**src/rtl/led_pattern_gen.sv**
```systemverilog
// Active-low LED pattern generator: a tick divider plus eight static or animated patterns
// selected by a 3-bit mode.
module led_pattern_gen #(
  parameter int unsigned CLK_HZ  = 50_000_000,
  parameter int unsigned TICK_HZ = 1,
  parameter int unsigned LED_N   = 4
) (
  input  logic             clk,
  input  logic             rst_n,
  input  logic [2:0]       mode,
  input  logic             pause,
  output logic [LED_N-1:0] led_out,
  output logic             tick
);

  localparam int unsigned DIV    = CLK_HZ / TICK_HZ;
  localparam int unsigned CNT_W  = (DIV > 1) ? $clog2(DIV) : 1;
  localparam int unsigned POS_W  = $clog2(LED_N);
  localparam int unsigned FILL_W = $clog2(LED_N + 1);

  localparam logic [CNT_W-1:0]  CntMax  = CNT_W'(DIV - 1);
  localparam logic [POS_W-1:0]  PosMax  = POS_W'(LED_N - 1);
  localparam logic [FILL_W-1:0] FillMax = FILL_W'(LED_N);

  typedef enum logic [2:0] {
    ModeOff, ModeOn, ModeBlink, ModeRunUp, ModeRunDn, ModePing, ModeBar, ModeBin
  } mode_e;

  mode_e             r_mode;
  logic [CNT_W-1:0]  r_cnt, w_cnt_d;
  logic [POS_W-1:0]  r_pos, w_pos_d;
  logic              r_dir, w_dir_d;
  logic [FILL_W-1:0] r_fill, w_fill_d;
  logic [LED_N-1:0]  r_bcnt, w_bcnt_d;
  logic              r_blink, w_blink_d;
  logic [LED_N-1:0]  r_led, w_img;
  logic              w_tick, w_mode_chg;

  assign w_tick     = (r_cnt == CntMax) && !pause;
  assign w_mode_chg = (mode != r_mode);
  assign tick       = w_tick;
  assign led_out    = r_led;

  // A mode change reloads the pattern and restarts the divider, overriding any coincident step.
  always_comb begin
    w_cnt_d   = r_cnt;
    w_pos_d   = r_pos;
    w_dir_d   = r_dir;
    w_fill_d  = r_fill;
    w_bcnt_d  = r_bcnt;
    w_blink_d = r_blink;
    if (w_mode_chg) begin
      w_cnt_d   = '0;
      w_pos_d   = (mode_e'(mode) == ModeRunDn) ? PosMax : '0;
      w_dir_d   = 1'b0;
      w_fill_d  = '0;
      w_bcnt_d  = '0;
      w_blink_d = 1'b1;
    end else if (!pause) begin
      w_cnt_d = (r_cnt == CntMax) ? '0 : r_cnt + 1'b1;
      if (w_tick) begin
        unique case (r_mode)
          ModeBlink: w_blink_d = ~r_blink;
          ModeRunUp: w_pos_d = (r_pos == PosMax) ? '0 : r_pos + 1'b1;
          ModeRunDn: w_pos_d = (r_pos == '0) ? PosMax : r_pos - 1'b1;
          ModePing: begin
            // dir=0 moves up; ends flip direction so each end is lit for a single step
            if (!r_dir) begin
              if (r_pos == PosMax) begin
                w_dir_d = 1'b1;
                w_pos_d = r_pos - 1'b1;
              end else begin
                w_pos_d = r_pos + 1'b1;
              end
            end else begin
              if (r_pos == '0) begin
                w_dir_d = 1'b0;
                w_pos_d = r_pos + 1'b1;
              end else begin
                w_pos_d = r_pos - 1'b1;
              end
            end
          end
          ModeBar:   w_fill_d = (r_fill == FillMax) ? '0 : r_fill + 1'b1;
          ModeBin:   w_bcnt_d = r_bcnt + 1'b1;
          default:   ;
        endcase
      end
    end
  end

  always_comb begin
    w_img = '0;
    unique case (r_mode)
      ModeOff:   w_img = '0;
      ModeOn:    w_img = '1;
      ModeBlink: w_img = {LED_N{r_blink}};
      ModeRunUp, ModeRunDn, ModePing: begin
        for (int i = 0; i < int'(LED_N); i++) w_img[i] = (r_pos == POS_W'(i));
      end
      ModeBar: begin
        for (int i = 0; i < int'(LED_N); i++) w_img[i] = (FILL_W'(i) < r_fill);
      end
      ModeBin:   w_img = r_bcnt;
      default:   w_img = '0;
    endcase
  end

  always_ff @(posedge clk or negedge rst_n) begin
    if (!rst_n) begin
      r_mode  <= ModeOff;
      r_cnt   <= '0;
      r_pos   <= '0;
      r_dir   <= 1'b0;
      r_fill  <= '0;
      r_bcnt  <= '0;
      r_blink <= 1'b0;
      r_led   <= '1;
    end else begin
      r_mode  <= mode_e'(mode);
      r_cnt   <= w_cnt_d;
      r_pos   <= w_pos_d;
      r_dir   <= w_dir_d;
      r_fill  <= w_fill_d;
      r_bcnt  <= w_bcnt_d;
      r_blink <= w_blink_d;
      r_led   <= ~w_img;
    end
  end

endmodule

```
**config.mk**
```make
export PLATFORM = sky130hd
export DESIGN_NAME = led_pattern_gen
export DESIGN_NICKNAME = d
export VERILOG_FILES = /design/src/rtl/led_pattern_gen.sv
export SDC_FILE = /design/constraint.sdc
export NUM_CORES = 1
export LEC_CHECK = 0
export BUFFER_PORTS_ARGS = -buffer_cell sky130_fd_sc_hd__buf_2
export CORE_UTILIZATION = 55
export DETAILED_ROUTE_END_ITERATION = 16
export PLACE_DENSITY = 0.74
export RECOVER_POWER = 100
export SLEW_MARGIN = 20
export SYNTH_ARGS = -nofsm -noshare
export SYNTH_HDL_FRONTEND = slang
export SYNTH_SLANG_ARGS = --single-unit
```
**constraint.sdc**
```tcl
create_clock -name clk -period 2.7 [get_ports clk]
set_clock_uncertainty 0.05 [all_clocks]
set_input_delay 0.135 -clock clk [delete_from_list [all_inputs] [get_ports clk]]
set_output_delay 0.135 -clock clk [all_outputs]
set_load 0.02 [all_outputs]
```
* Yosys cells after proc, flatten, opt, wreduce, memory -nomap -nowiden
Cells that the tools add are included.
Word-level totals: register bits after elaboration 44, input port bits 6
Operators by class: add/subtract/negate cells 5, $lt $le $gt $ge 4, eq/ne operators 15, multiplexer cells 34, bitwise logic cells 2, reduce and logical (&&, ||, !) cells 16
Operators by type and width (number):
- 26-bit two-way mux | 3
- 26-bit by 1-bit adder with 26-bit output (second input constant) | 1
- 26-bit == test (second input constant) | 1
- 4-bit one-hot mux with 6 select lines | 1
- 3-bit == test (second input constant) | 6
- 2-bit two-way mux | 9
- 4-bit two-way mux | 4
- 3-bit two-way mux | 5
- 3-bit AND reduction | 5
- 1-bit two-way mux | 11
- 2-bit nonzero test | 5
- 3-bit by 2-bit == test with 1-bit output (second input constant) | 2
- 1-bit by 3-bit < comparator with 1-bit output (first input constant) | 2
- 2-bit by 3-bit < comparator with 1-bit output (first input constant) | 2
- 2-bit one-hot mux with 3 select lines | 1
- 4-bit by 1-bit adder with 4-bit output (second input constant) | 1
- 2-bit == test (second input constant) | 2
- 4-bit NOT | 1
- 4-bit nonzero test | 1
- 3-bit by 1-bit adder with 3-bit output (second input constant) | 1
- 3-bit by 1-bit == test with 1-bit output (second input constant) | 1
- 3-bit logical NOT | 1
- 3-bit != test | 1
- 3-bit OR reduction | 1
- other kinds (8) | 8

* Longest topological paths before layout
Gate-level depths: netlist of run 1.
depth after elaboration 7, gate-level depth with buffers 7

* Least setup slack after synthesis of run 1
OpenSTA, ideal clock, no wires.
path kind reg2reg, start point register r_cnt[18], end point register r_fill[2], library setup time 0.078 ns, data arrival time 2.380 ns, required time 2.572 ns, setup slack 0.192 ns, cell stages (with the launch flop) 7, buffers on the path 1, clock period less this slack 2.508 ns, cell sequence dfrtp_1 -> or4_4 -> or4_1 -> or4_1 -> buf_2 -> or3b_1 -> a21oi_1
On the way: cells in the longest elaborated chain, start to end 4
RTL lines:
- from (decl) | RTL line 30 | logic [CNT_W-1:0] r_cnt, w_cnt_d;
- from (signal assigned) | RTL line 121 | r_cnt <= w_cnt_d;
- 26-bit == test | RTL line 39 | assign w_tick = (r_cnt == CntMax) && !pause;
- 1-bit logical AND | RTL line 39
- 2-bit nonzero test (no line)
- 3-bit AND reduction (no line)
- to (signal assigned) | RTL line 124 | r_fill <= w_fill_d;
- to (decl) | RTL line 33 | logic [FILL_W-1:0] r_fill, w_fill_d;
No other way between the ends. A chain may end at the register's enable or synchronous reset.

* Worst setup path after layout of run 1
Same ends and word-level chain as after synthesis.

==> results of run 1 <==
-- how the worst max path moves through the flow --
stage                               start               endpoint  slack [ns]
floorplan           r_cnt[18]$_DFFE_PN0P_  r_fill[2]$_DFFE_PN0P_        0.19
global placement    r_cnt[18]$_DFFE_PN0P_  r_fill[2]$_DFFE_PN0P_        0.13
detailed placement  r_cnt[18]$_DFFE_PN0P_  r_fill[2]$_DFFE_PN0P_        0.05
CTS                 r_cnt[18]$_DFFE_PN0P_  r_fill[2]$_DFFE_PN0P_        0.04
global route        r_cnt[18]$_DFFE_PN0P_  r_fill[2]$_DFFE_PN0P_        0.02
finish              r_cnt[18]$_DFFE_PN0P_  r_fill[2]$_DFFE_PN0P_        0.10
-- worst reg2reg max path, stage by stage (launching register included) --
cell and delay (ns):
dfrtp_1 0.44, or4_4 0.55, or4_1 0.45, or4_4 0.48
or3b_1 0.40, a21oi_1 0.15
-- kinds of logic after synthesis --
family / after synthesis
mux: 6
flops: 44
simple gates: 125
buf+inv: 20
fa+ha+maj: 8
xor+xnor: 19
compound gates: 55
-- layer usage --
metal / vias to the layer above / wire, µm
li1: 1058 / -
met1: 1067 / 2770
met2: 53 / 2730
met3: 7 / 229
met4: 0 / 52
met5: - / 0
-- flip-flops by register name (all words and copies together) (netlist names) --
| register | cells |
|---|---|
| r_cnt | 26 |
| led_out | 4 |
| r_bcnt | 4 |
| r_fill | 3 |
| r_mode | 3 |
| r_pos | 2 |
| r_blink | 1 |
| r_dir | 1 |
-- repair_timing --
action | in CTS | in global routing
endpoints found under the setup margin | 0 | 1
hold endpoints to repair | 43 | 0
gates resized for setup | 0 | 1
hold buffers | 4 | 0
-- placed cells by master, fill, tap and decap left out, types with 3 or more instances in the layout --
cell type | Yosys | routed
o2bb2ai_1 | 5 | 5
dfstp_2 | 4 | 4
nor4_1 | 6 | 6
xor2_1 | 9 | 9
nand4_1 | 7 | 7
ha_1 | 8 | 8
nand3b_1 | 4 | 4
buf_4 | 0 | 7
clkbuf_2 | 0 | 3
xnor2_1 | 10 | 10
nand2_1 | 24 | 24
clkbuf_1 | 9 | 12
o21ai_0 | 10 | 9
mux2i_1 | 4 | 4
dlygate4sd3_1 | 0 | 4
a31oi_1 | 6 | 6
clkbuf_8 | 0 | 6
a21oi_1 | 13 | 13
nor2_1 | 25 | 25
a21o_1 | 3 | 3
nand3_1 | 17 | 17
dfrtp_1 | 40 | 40
nor2b_1 | 4 | 4
nor3_1 | 8 | 8
inv_1 | 9 | 9
or3_1 | 7 | 7
or4_1 | 5 | 4
and3_1 | 6 | 6
-- layout make-up --
type	count	share of cell area
timing repair buffer	25	0.0533
sequential	44	0.393
clock buffer	8	0.0320
multi-input combinational	213	0.487
inverter	9	0.0120
tap	52	0.0231
-- power breakdown --
part           switching [mW]  internal, mW
Clock                   0.220         0.209
Sequential             0.0142         0.678
Combinational          0.0990        0.0535
==> results.toml, run 1 <==
[critical_path]
path_common_cell = "or4_4"
crit_type = "reg2reg"
crit_path_max_incr_delay_ns = 0.55
worstPathMaxFanout = 5
crit_required_ns = 2.87
worstPathCellList = "or4_4 > or4_1 > or4_4 > or3b_1 > a21oi_1"
end_kind = "register"
rr_worst_depth = 5
rr_endpoint = "r_fill[2]$_DFFE_PN0P_"
rrSetupSlack_ns = 0.10
arrival_ns = 2.77
critPathSlowestCell = "or4_4"
cp.depth = 5
crit_path_start_kind = "register"
critPathBufInv = 0
r2r_start = "r_cnt[18]$_DFFE_PN0P_"
path_delay_family = "simple AND/OR/NAND/NOR gates"

[yosys]
synth_ff_type = "dfrtp_1"
synth_compound_area_frac = 0.147
synth_edf_count = 0
ys_types = 49
ys_async_sr_fraction = 1.00
avgSynthCellArea_um2 = 9.21
synth_commonest_cells = "dfrtp_1, nor2_1, nand2_1"
synth_top_area_frac = 0.393
yosysMostFrequentCell = "dfrtp_1"
netlist_area_mm2 = 0.00255
yosys_warnings = 0
syn_nets = 291
synthTopCellsByArea = "dfrtp_1, dfstp_2, ha_1, nor2_1, nand2_1"
ys_seq_elements = 44
synthMuxAreaShare = 0.0245
yosys.area_share.simple = 0.261
synth_fa_ha_area_frac = 0.0393
yosysTopAreaCell = "dfrtp_1"
synthXorXnorAreaFrac = 0.0653
netlist_instances = 277
synth.yosys.seq_area_share = 0.434
synth_top_family_by_area = "simple AND/OR/NAND/NOR gates"

[power]
total_power_mw = 1.27
powerDensity_mw_per_mm2 = 452
peakVddDrop_mv = 0.333
static-leakage-power_nw = 1.12

[floorplan]
chipWidth_um = 70.1
start_util = 0.578
die_y_um = 70.1
core_area_mm2 = 0.00441
num_rows = 24
die_area_mm2 = 0.00491
io_pins = 11

[detailed_routing]
drt_pass1_iterations = 4
vias_per_cell = 6.23
routedWlPerCell_um = 16.5
num_vias = 2185
drt_first_iter_violations = 145
drt-total-wl_mm = 5.78
antenna_left = 0
drc = 0

[place]
dp_hpwl_mm = 4.00
place.gp.congestion = 0.887
dpl-instance-area_mm2 = 0.00271
preCtsSetupSlack_ns = 0.0531
place_inst = 339
port_buffers = 10

[sta]
worstMarginPinSlew_ns = 1.08
rsz0062_at_grt = "no"
post-route-period-util = 0.963
holdWs_ns = 0.137
setup_violations = 0
finalHoldViolations = 0
fin_tns_setup_ns = 0
fmax_ghz = 0.385
timing.final.ws_setup_ns = 0.101
fin_crit_ns = 2.60
drv_slew = 0
slew_headroom = 0.283

[global_routing]
grt_max_degree = 45
gr-usage-met1 = 0.359
grt.total_usage = 0.256
grtUsageMet2 = 0.409
grt_antenna_before_repair = 0
grt_pass1_vias = 2036
grt_overflow_total = 0
use_met3 = 0.0390
top_usage_layer = "met2"
grt_pass1_wl_mm = 9.76

[outcome]
status = "finished clean"

[min_path]
hp-start = "pause"
hold_path_end = "r_cnt[0]$_DFFE_PN0P_"
min_delay_path_depth = 3
hold_class = "in2reg"

[clock_network]
cts.path.max_buffers = 2
clk_pin_slew_ns = 0.08
postCtsSetupRepairBufs = 0
clock-sinks = 44
clk_latency_ns = 0.30
h-tree-depth = 2
cts_made_buffers = 5
cts-root-buf = "clkbuf_8"
tritoncts = "built"

[final_layout]
area_growth_pct = 10.5
drive_above_1_share = 0.104
n_antenna_cell = 0
post_layout_nonfiller_instances = 351
finalNetCount = 312
multi_input_comb_area_mm2 = 0.00137
fin_area_mm2 = 0.00282
fillers = 408
post-route-util = 0.638
seq_area_mm2 = 0.00111

[job]
cap_violations = 0
Power figures use the tool's default switching activity.
==> run 2, diff against run 1 <==
- CORE_UTILIZATION: 55 -> 57
- CTS_BUF_LIST: not set -> sky130_fd_sc_hd__clkbuf_4
- PLACE_DENSITY: 0.74 -> 0.78
==> run 2 against run 1 <==
Against the previous run: setup slack better by 0.044 ns; design area shrank 1.5%; global-route usage grew 1.8 points; via count fell by 2.6%; register-to-register slack improved by 0.04 ns; total power shrank 9.7%; highest routed layer unchanged; combinational power is essentially flat; critical path depth stayed put; cell count down 0.85%; core utilization grew 3.1 points; worst hold slack worse by 0.057 ns.
==> results.toml, run 2 (synthesized netlist as in run 1, its figures left out) <==
[min_path]
min_delay_path_depth = 3
hold_path_end = "r_cnt[0]$_DFFE_PN0P_"
hold_class = "in2reg"
hp-start = "pause"

[global_routing]
grt.total_usage = 0.274
grt_overflow_total = 0
grt_pass1_wl_mm = 9.39
grt_antenna_before_repair = 0
grt_pass1_vias = 1972
grt_max_degree = 45

[power]
total_power_mw = 1.15
powerDensity_mw_per_mm2 = 415
peakVddDrop_mv = 0.329
static-leakage-power_nw = 1.10

[sta]
rsz0062_at_grt = "no"
setup_violations = 0
fin_tns_setup_ns = 0
fmax_ghz = 0.391
post-route-period-util = 0.946
holdWs_ns = 0.0802
drv_slew = 0
finalHoldViolations = 0
fin_crit_ns = 2.55
timing.final.ws_setup_ns = 0.145
slew_headroom = 0.282
worstMarginPinSlew_ns = 1.08

[place]
port_buffers = 10
place_inst = 337
preCtsSetupSlack_ns = 0.0908
dpl-instance-area_mm2 = 0.00270
place.gp.congestion = 0.902
dp_hpwl_mm = 3.86

[detailed_routing]
routedWlPerCell_um = 15.7
met2WireLength_mm = 2.57
drt_first_iter_violations = 169
met1_length_mm = 2.58
drt_pass1_iterations = 4
vias_per_cell = 6.12
drc = 0
dr.max_layer_used = "met4"
drt-total-wl_mm = 5.46
antenna_left = 0
num_vias = 2129
met3WireLength_um = 280

[critical_path]
crit_path_start_kind = "register"
r2r_start = "r_cnt[18]$_DFFE_PN0P_"
rrSetupSlack_ns = 0.15
end_kind = "register"
arrival_ns = 2.79
rr_endpoint = "r_fill[2]$_DFFE_PN0P_"
crit_required_ns = 2.94
worstPathMaxFanout = 5
crit_type = "reg2reg"
rr_worst_depth = 5

[clock_network]
postCtsSetupRepairBufs = 0
tritoncts = "built"
h-tree-depth = 2
cts_made_buffers = 5
cts.path.max_buffers = 2
clk_latency_ns = 0.36
clk_pin_slew_ns = 0.12
clock-sinks = 44
cts-root-buf = "clkbuf_4"

[final_layout]
fin_area_mm2 = 0.00277
top_register = "r_cnt"
mostFrequentLayoutCell = "dfrtp_1"
n_antenna_cell = 0
final_cell_mix = "dfrtp_1, nor2_1, nand2_1"
finalNetCount = 312
post-route-util = 0.669
area_growth_pct = 8.78
post_layout_nonfiller_instances = 348
largest_reg_flops = 26
drive_above_1_share = 0.111
fillers = 354

[outcome]
status = "finished clean"

[floorplan]
io_pins = 11
core_area_mm2 = 0.00414
num_rows = 23
die_y_um = 68.9
die_area_mm2 = 0.00475
chipWidth_um = 68.9
start_util = 0.615

[job]
cap_violations = 0
## run 2: final cells by class
class / instances / area, µm² / area share
clock buffers: 6 / 45.0 / 0.0162
well taps: 50 / 62.6 / 0.0226
inverters: 9 / 33.8 / 0.0122
multi-input cells: 213 / 1370 / 0.494
clock inverters: 1 / 5.00 / 0.00180
flip-flops and latches: 44 / 1110 / 0.399
repair buffers: 25 / 150 / 0.0541
## run 2: worst max-delay path, stage by stage, from the launching register on
cell and delay (ns):
dfrtp_1 0.46, or4_4 0.57, or4_4 0.43, or4_4 0.46
or3b_1 0.39, a21oi_1 0.14
## run 2: worst max-delay path by stage
stage	slack, ns	cells past startpoint	startpoint	end
after floorplan	0.19	6	r_cnt[18]$_DFFE_PN0P_	r_fill[2]$_DFFE_PN0P_
after global placement	0.13	5	r_cnt[18]$_DFFE_PN0P_	r_fill[2]$_DFFE_PN0P_
after detailed placement	0.09	5	r_cnt[18]$_DFFE_PN0P_	r_fill[2]$_DFFE_PN0P_
after CTS	0.06	5	r_cnt[18]$_DFFE_PN0P_	r_fill[2]$_DFFE_PN0P_
after global routing	0.03	5	r_cnt[18]$_DFFE_PN0P_	r_fill[2]$_DFFE_PN0P_
final	0.15	5	r_cnt[18]$_DFFE_PN0P_	r_fill[2]$_DFFE_PN0P_
## run 2: routing by layer
layer,track usage,vias up
met4,0.0765,0
met5,0,-
met2,0.411,51
met1,0.399,1017
met3,0.0559,4
li1,-,1057
## run 2: report_power, final
part | switching [mW] | internal [mW]
Clock | 0.202 | 0.106
Combinational | 0.0958 | 0.0535
Sequential | 0.0142 | 0.679
Total | 0.312 | 0.839
## run 2: repair_timing
action,in CTS,in global routing
setup endpoints to repair,0,2
gates resized for setup,0,3
endpoints found under the hold margin,43,0
hold buffers,4,0
==> run 3, diff against run 2 <==
- CORE_MARGIN: not set -> 8
- CORE_UTILIZATION: 57 -> 25
- PLACE_DENSITY: 0.78 -> not set
==> run 3 against run 2 <==
Against the previous run: first-iteration DRC count is 17% lower; via count is 1.9% higher; routed wire length is 8.0% higher; non-clock buffer count is 1 higher; highest routed layer unchanged.
==> results.toml, run 3 (synthesized netlist as in run 1, its figures left out) <==
[clock_network]
h-tree-depth = 2
clk_latency_ns = 0.35
clk_pin_slew_ns = 0.13
tritoncts = "built"
cts-root-buf = "clkbuf_4"
cts_made_buffers = 5
cts.path.max_buffers = 2
postCtsSetupRepairBufs = 0
clock-sinks = 44

[floorplan]
num_rows = 37
io_pins = 11
die_area_mm2 = 0.0137
core_area_mm2 = 0.0101
die_y_um = 117
start_util = 0.253
chipWidth_um = 117

[final_layout]
top_register = "r_cnt"
fillers = 1118
post_layout_nonfiller_instances = 436
mostFrequentLayoutCell = "dfrtp_1"
drive_above_1_share = 0.107
final_cell_mix = "dfrtp_1, nor2_1, nand2_1"
n_antenna_cell = 0
area_growth_pct = 13.2
largest_reg_flops = 26
finalNetCount = 313

[sta]
finalHoldViolations = 0
fin_crit_ns = 2.56
post-route-period-util = 0.950
timing.final.ws_setup_ns = 0.135
worstMarginPinSlew_ns = 1.08
rsz0062_at_grt = "no"
drv_slew = 0
fin_tns_setup_ns = 0
fmax_ghz = 0.390
slew_headroom = 0.280
setup_violations = 0

[power]
total_power_mw = 1.16
powerDensity_mw_per_mm2 = 401
clockPowerShare = 0.270
pwr-share-seq = 0.599
power.internal_mw = 0.840
peakVddDrop_mv = 0.148
static-leakage-power_nw = 1.11
comb_power_share = 0.131
swShare = 0.274
switchingPower_mw = 0.317

[critical_path]
crit_path_max_incr_delay_ns = 0.55
worstPathMaxFanout = 5
critPathBufInv = 0
path_delay_family = "simple AND/OR/NAND/NOR gates"
crit_path_start_kind = "register"
crit_required_ns = 2.93
critPathSlowestCell = "or4_4"
crit_type = "reg2reg"
path_common_cell = "or4_4"
end_kind = "register"
arrival_ns = 2.80
worstPathCellList = "or4_4 > or4_1 > or4_4 > or3b_1 > a21oi_1"

[global_routing]
grt_pass1_vias = 2171
grt_overflow_total = 0
grt_antenna_before_repair = 0
grt.total_usage = 0.0922
grt_max_degree = 45
grt_pass1_wl_mm = 10.2

[place]
dp_hpwl_mm = 4.29
place_inst = 424
port_buffers = 10
preCtsSetupSlack_ns = 0.0698
place.gp.congestion = 0.838

[detailed_routing]
drt_first_iter_violations = 141
num_vias = 2170
drc = 0
routedWlPerCell_um = 13.5
drt_pass1_iterations = 4
vias_per_cell = 4.98
drt-total-wl_mm = 5.90
antenna_left = 0

[outcome]
status = "finished clean"

[job]
cap_violations = 0

[min_path]
hold_class = "in2reg"
run 3: cell types whose count changed in the layout (fill, tap and decap cells not counted), sizes merged:
cell / change
buf: +1
clkinv: +1
run 3: what timing repair did:
action | CTS | global route
gates resized for setup | 0 | 2
hold buffers | 4 | 0
setup endpoints to repair | 0 | 2
hold endpoints to repair | 43 | 0
run 3: worst paths after layout:
kind                                        from               endpoint  slack (ns)  cells past startpoint
min in group asynchronous                  rst_n  r_bcnt[3]$_DFFE_PN0P_        0.47                      2
max in group asynchronous                  rst_n  r_cnt[18]$_DFFE_PN0P_        1.48                      2
min reg2reg                  r_blink$_DFFE_PN0P_    r_blink$_DFFE_PN0P_        0.50                      2
min                                        pause   r_cnt[0]$_DFFE_PN0P_         0.1                      3
max reg2reg                r_cnt[18]$_DFFE_PN0P_  r_fill[2]$_DFFE_PN0P_        0.14                      5
max                        r_cnt[18]$_DFFE_PN0P_  r_fill[2]$_DFFE_PN0P_        0.14                      5
run 3: power by group through the flow:
stage	Sequential [mW]	Clock, mW	Combinational [mW]
floorplan	0.710	0	0.0886
global placement	0.705	0	0.152
detailed placement	0.705	0	0.152
CTS	0.693	0.329	0.157
global route	0.696	0.362	0.170
finish	0.693	0.313	0.152
run 3: stage by stage:
| stage | hold slack, ns | util | cell area (µm²) |
|---|---|---|---|
| after floorplan | -0.211 | - | 2550 |
| after global placement | 0.228 | 0.279 | 2820 |
| after detailed placement | 0.231 | 0.279 | 2820 |
| after CTS | 0.0921 | 0.288 | 2910 |
| after global routing | 0.0871 | 0.286 | 2890 |
| final | 0.0965 | 0.286 | 2890 |
run 3: layout make-up:
type | instances | area, µm² | share of cell area
Clock inverter | 2 | 7.51 | 0.00260
Tap cell | 136 | 170 | 0.0589
Multi-Input combinational cell | 213 | 1370 | 0.474
Sequential cell | 44 | 1110 | 0.383
Timing Repair Buffer | 26 | 158 | 0.0546
Clock buffer | 6 | 45.0 | 0.0156
Inverter | 9 | 33.8 | 0.0117
run 3: tightest hold or removal path, stage by stage:
cell    delay, ns
buf_2        0.16
xor2_1       0.08
nor2_1       0.08
run 3: metal layers:
layer	track usage	share of wire	vias to the layer above
met5	0	0	-
met4	0.0222	0.0093	0
met3	0.0200	0.044	7
met2	0.151	0.49	39
met1	0.121	0.46	1071
li1	-	-	1053
